==> src/rtl/window_sum_pkg.sv <==
// Shared helpers for the window_sum block.
package window_sum_pkg;

    // Ceiling log2 usable in parameter and port-width expressions.
    function automatic int clog2(input int value);
        int result;
        int v;
        result = 0;
        v = value - 1;
        while (v > 0) begin
            result = result + 1;
            v = v >> 1;
        end
        return result;
    endfunction

endpackage

==> src/rtl/window_sum_shift_register.sv <==
// DEPTH-stage delay line that advances on iEn; oData is the last stage.
module shift_register #(
    parameter int BITWIDTH = 32,
    parameter int DEPTH    = 8
) (
    input  logic                iClk,
    input  logic                iRstN,
    input  logic                iClr,
    input  logic                iEn,
    input  logic [BITWIDTH-1:0] iData,
    output logic [BITWIDTH-1:0] oData
);

    logic [BITWIDTH-1:0] stage_reg  [DEPTH];
    logic [BITWIDTH-1:0] stage_next [DEPTH];

    genvar gi;
    generate
        for (gi = 0; gi < DEPTH; gi = gi + 1) begin : g_stage
            if (gi == 0) begin : g_head
                assign stage_next[gi] = iData;
            end else begin : g_tail
                assign stage_next[gi] = stage_reg[gi-1];
            end
        end
    endgenerate

    always_ff @(posedge iClk or negedge iRstN) begin
        if (!iRstN) begin
            for (int i = 0; i < DEPTH; i++) stage_reg[i] <= '0;
        end else if (iClr) begin
            for (int i = 0; i < DEPTH; i++) stage_reg[i] <= '0;
        end else if (iEn) begin
            for (int i = 0; i < DEPTH; i++) stage_reg[i] <= stage_next[i];
        end
    end

    assign oData = stage_reg[DEPTH-1];

endmodule

==> src/rtl/window_sum.sv <==
// Running sum of the last DEPTH accepted samples, with fill count and valid flag.
module window_sum
    import window_sum_pkg::*;
#(
    parameter int BITWIDTH = 32,
    parameter int DEPTH    = 8
) (
    input  logic                                iClk,
    input  logic                                iRstN,
    input  logic                                iEn,
    input  logic                                iClr,
    input  logic [BITWIDTH-1:0]                 iData,
    output logic [BITWIDTH+clog2(DEPTH)-1:0]    oSum,
    output logic                                oValid,
    output logic [clog2(DEPTH):0]               oFill
);

    localparam int SUM_W  = BITWIDTH + clog2(DEPTH);
    localparam int FILL_W = clog2(DEPTH) + 1;

    localparam logic STATE_FILL = 1'b0;
    localparam logic STATE_RUN  = 1'b1;

    logic                accept;
    logic [BITWIDTH-1:0] oldest;
    logic [SUM_W-1:0]    sum_reg;
    logic [SUM_W-1:0]    sum_next;
    logic [FILL_W-1:0]   fill_reg;
    logic                state_reg;

    assign accept = iEn & ~iClr;

    shift_register #(
        .BITWIDTH (BITWIDTH),
        .DEPTH    (DEPTH)
    ) u_delay (
        .iClk  (iClk),
        .iRstN (iRstN),
        .iClr  (iClr),
        .iEn   (accept),
        .iData (iData),
        .oData (oldest)
    );

    // oldest is always part of sum_reg, so the subtraction cannot underflow.
    assign sum_next = sum_reg + SUM_W'(iData) - SUM_W'(oldest);

    always_ff @(posedge iClk or negedge iRstN) begin
        if (!iRstN) begin
            sum_reg   <= '0;
            fill_reg  <= '0;
            state_reg <= STATE_FILL;
        end else if (iClr) begin
            sum_reg   <= '0;
            fill_reg  <= '0;
            state_reg <= STATE_FILL;
        end else if (accept) begin
            sum_reg <= sum_next;
            if (state_reg == STATE_FILL) begin
                fill_reg <= fill_reg + FILL_W'(1);
                if (fill_reg == FILL_W'(DEPTH - 1)) begin
                    state_reg <= STATE_RUN;
                end
            end
        end
    end

    assign oSum   = sum_reg;
    assign oFill  = fill_reg;
    assign oValid = (state_reg == STATE_RUN);

endmodule

==> config.mk <==
export PLATFORM = sky130hd
export DESIGN_NAME = window_sum
export DESIGN_NICKNAME = d
export VERILOG_FILES = /design/src/rtl/window_sum_pkg.sv /design/src/rtl/window_sum_shift_register.sv /design/src/rtl/window_sum.sv
export SDC_FILE = /design/constraint.sdc
export NUM_CORES = 1
export LEC_CHECK = 0
export ABC_CLOCK_PERIOD_IN_PS = 10840
export BUFFER_PORTS_ARGS = -buffer_cell sky130_fd_sc_hd__buf_2
export CELL_PAD_IN_SITES_DETAIL_PLACEMENT = 1
export CELL_PAD_IN_SITES_GLOBAL_PLACEMENT = 1
export CORE_MARGIN = 1.5
export CORE_UTILIZATION = 53
export CTS_BUF_LIST = sky130_fd_sc_hd__clkbuf_16
export DETAILED_ROUTE_END_ITERATION = 6
export GPL_TIMING_DRIVEN = 0
export PLACE_DENSITY_LB_ADDON = 0.12
export SETUP_SLACK_MARGIN = 0.15
export SYNTH_ARGS = -nofsm -noshare
export SYNTH_HDL_FRONTEND = slang
export SYNTH_SLANG_ARGS = --single-unit
==> constraint.sdc <==
create_clock -name iClk -period 10.84 [get_ports iClk]
set_clock_uncertainty 0.15 [all_clocks]
set_input_delay 0.542 -clock iClk [delete_from_list [all_inputs] [get_ports iClk]]
set_output_delay 0.542 -clock iClk [all_outputs]
set_load 0.02 [all_outputs]
==> results.sh <==
export IMPL_io_pins=76
export IMPL_synth_top_area_cell="dfrtp_1"
export IMPL_drc=0
export IMPL_numCtsBuffers=34
export IMPL_ys_seq_area_share_pct=50.2
export IMPL_arrival_ps=4210
export IMPL_areaGrowthSynthToFinish_pct=13.6
export IMPL_p_leak_nw=8.85
export IMPL_grt_overflow=0
export IMPL_synth_warning_count=0
export IMPL_die_w_um=170
export IMPL_cts_tree="done"
export IMPL_synth_simple_area_share_pct=10.9
export IMPL_synth_edf_count=0
export IMPL_track_usage_pct=29.9
export IMPL_clockBufferDepth=3
export IMPL_hold_start="iData[18]"
export IMPL_start_util_pct=54.3
export IMPL_cp_start_kind="flop"
export IMPL_wl_per_cell_um=21.6
export IMPL_gp_congestion=0.898
export IMPL_synthCells=1398
export IMPL_firstDrtPassIters=5
export IMPL_cp_end_kind="flop"
export IMPL_worstMarginPinSlew_ps=1010
export IMPL_run_status="complete, no violations"
export IMPL_peakVddDrop_mv=0.142
export IMPL_clock_sinks=296
export IMPL_clkTransAtPathRegs_ps=60
export IMPL_grt_pass1_vias=11700
export IMPL_ctsResizeCount=0
export IMPL_dpl_hpwl_mm=29.2
export IMPL_synth_top_family_by_area="multiplexers"
export IMPL_maxCapViolCount=0
export IMPL_synth_top_flop_cell="dfrtp_1"
export IMPL_viasPerCell=5.55
export IMPL_grt_antenna_before_repair=0
export IMPL_whs_ps=134
export IMPL_yosysTopAreaCellShare_pct=50.2
export IMPL_slew_violations=0
export IMPL_die_h_um=170
export IMPL_rsz0062_at_grt="false"
export IMPL_num_rows=60
export IMPL_core_area_um2=27200
export IMPL_worstPathMaxFanout=6
export IMPL_hold_viol_final=0
export IMPL_netlist_top_cells_count="dfrtp_1 (296), nor2_1 (296), mux2i_1 (269), inv_1 (137), clkbuf_1 (49)"
export IMPL_grt_max_degree=109
export IMPL_die_area_um2=28900
export IMPL_async_reset_ff_share_pct=100
export IMPL_vias=10600
export IMPL_layout_drive_gt1_share_pct=8.79
export IMPL_synth_cell_types=62
export IMPL_synth_nets=1502
export IMPL_path_class="flop to flop"
export IMPL_period_needed_ps=3960
export IMPL_setup_viol=0
export IMPL_synthAdderAreaFrac_pct=7.39
export IMPL_layout_nets=1616
export IMPL_portBuffers=75
export IMPL_clock_latency_ps=520
export IMPL_startpoint="oSum[1]"
export IMPL_regToRegStartpoint="oSum[1]"
export IMPL_slew_headroom_pct=32.7
export IMPL_synth_xor_area_share_pct=1.37
export IMPL_root_buffer="clkbuf_16"
export IMPL_diodes=0
export IMPL_fmax_ghz=0.253
export IMPL_final_setup_tns_ps=0
export IMPL_syn_cell_area_um2=14800
export IMPL_synth_compound_area_share_pct=6.59
export IMPL_routed_wl_mm=41.1
export IMPL_htree_levels=2
export IMPL_grt_pass1_wl_mm=66.1
export IMPL_synthMuxAreaShare_pct=18.2
export IMPL_ys_top_cells_by_area="dfrtp_1 (50%), mux2i_1 (18%), nor2_1 (7.5%)"
export IMPL_period_share_pct=36.5
export IMPL_syn_avg_cell_area_um2=10.6
export IMPL_drt_initial_drc_count=649
export IMPL_worstPathRequired_ps=11090
export IMPL_power_density_nw_per_um2=211
export IMPL_ant_nets=0
export IMPL_ys_ff_latch=296
export IMPL_hold_class="input pin to flop"
cells by family (layout without fill, tap and decap cells):
group | Yosys count | after routing
AOI/OAI and AO/OA | 141 | 141
xor gates and xnor gates | 23 | 23
adders and majority gates | 68 | 68
buffers and inverters | 210 | 347
DFF | 296 | 296
muxes | 269 | 269
and+or+nand+nor | 391 | 391
path summary, 6_finish.rpt:
kind,end,slack (ps),cells past startpoint
setup / recovery,oSum[27],6880,12
hold reg to reg,oSum[7],370,2
min in group asynchronous,oSum[4],530,2
hold / removal,u_delay.stage_next[210],130,3
setup reg to reg,oSum[27],6880,12
max in group asynchronous,u_delay.stage_next[219],8580,4
layout by cell type (no fill, tap or decap), types with 3 or more instances in the layout:
cell / count
nand3_1: 11
a21oi_1: 33
buf_1: 24
o21a_1: 6
o21ai_0: 24
nand4_1: 12
clkbuf_1: 49
xnor2_1: 18
mux2i_1: 269
clkinv_2: 4
or3_1: 4
nand2b_1: 6
fa_1: 32
nor2_1: 296
and2_1: 4
nor2b_1: 4
dfrtp_1: 296
nand2_1: 39
inv_1: 144
a211oi_1: 9
ha_1: 36
nor3_1: 3
o21bai_1: 6
clkbuf_16: 34
bufinv_16: 4
xor2_1: 5
a21o_1: 28
clkinv_1: 5
buf_2: 74
worst max-delay path, stage by stage, from the launching register on:
cell and delay, ps:
dfrtp_1 380, inv_1 70, fa_1 570, inv_1 70, ha_1 290, a21oi_1 90, nand4b_1 210, a21oi_1 300
nand2b_1 250, a211oi_1 190, o41ai_2 760, nand4_1 180, o311ai_0 340
routing by layer:
| metal | up-vias | global-route usage [%] | wire [um] |
|---|---|---|---|
| met5 | - | 0 | 0 |
| met4 | 0 | 9.12 | 1080 |
| met3 | 69 | 3.37 | 1160 |
| met2 | 187 | 51.1 | 20200 |
| met1 | 5459 | 40.3 | 18600 |
| li1 | 4869 | - | - |
sequential cells by signal, indices dropped and copies added, names as in the netlist:
| register | cells |
|---|---|
| oFill | 4 |
| oSum | 35 |
| oValid | 1 |
| u_delay.oData | 32 |
| u_delay.stage_next | 224 |
stage by stage:
step	util (%)	total power [W]	cells	instance area (um^2)	setup WS (ps)
after floorplan	-	0.00206	1398	14800	7230
after global placement	57.4	0.00235	1845	15600	3500
after detailed placement	57.6	0.00240	1847	15700	6630
after CTS	61.7	0.00355	1907	16800	6910
after global routing	61.7	0.00373	1907	16800	6730
final	61.7	0.00354	1907	16800	6880
final cells by class:
type                    instances  area, um^2
plain buffers                  73         274
clock buffers                  34         851
clock inverters                25         245
fillers                      2958       10400
inverters                     137         514
multi-input cells             892        6560
flip-flops and latches        296        7410
well taps                     372         465
repair buffers                 78         450
power breakdown:
group          internal, W  switching (W)  total (W)
sequential         0.00117      0.0000569    0.00122
clock             0.000671       0.000472    0.00114
combinational     0.000439       0.000740    0.00118
total              0.00228        0.00127    0.00354
what timing repair did:
item / 4_1_cts / 5_1_grt
hold endpoints to repair: 52 / 0
hold buffers: 1 / 0
buffers inserted: 0 / 0
Note: power is estimated with default switching activity, not from simulation.
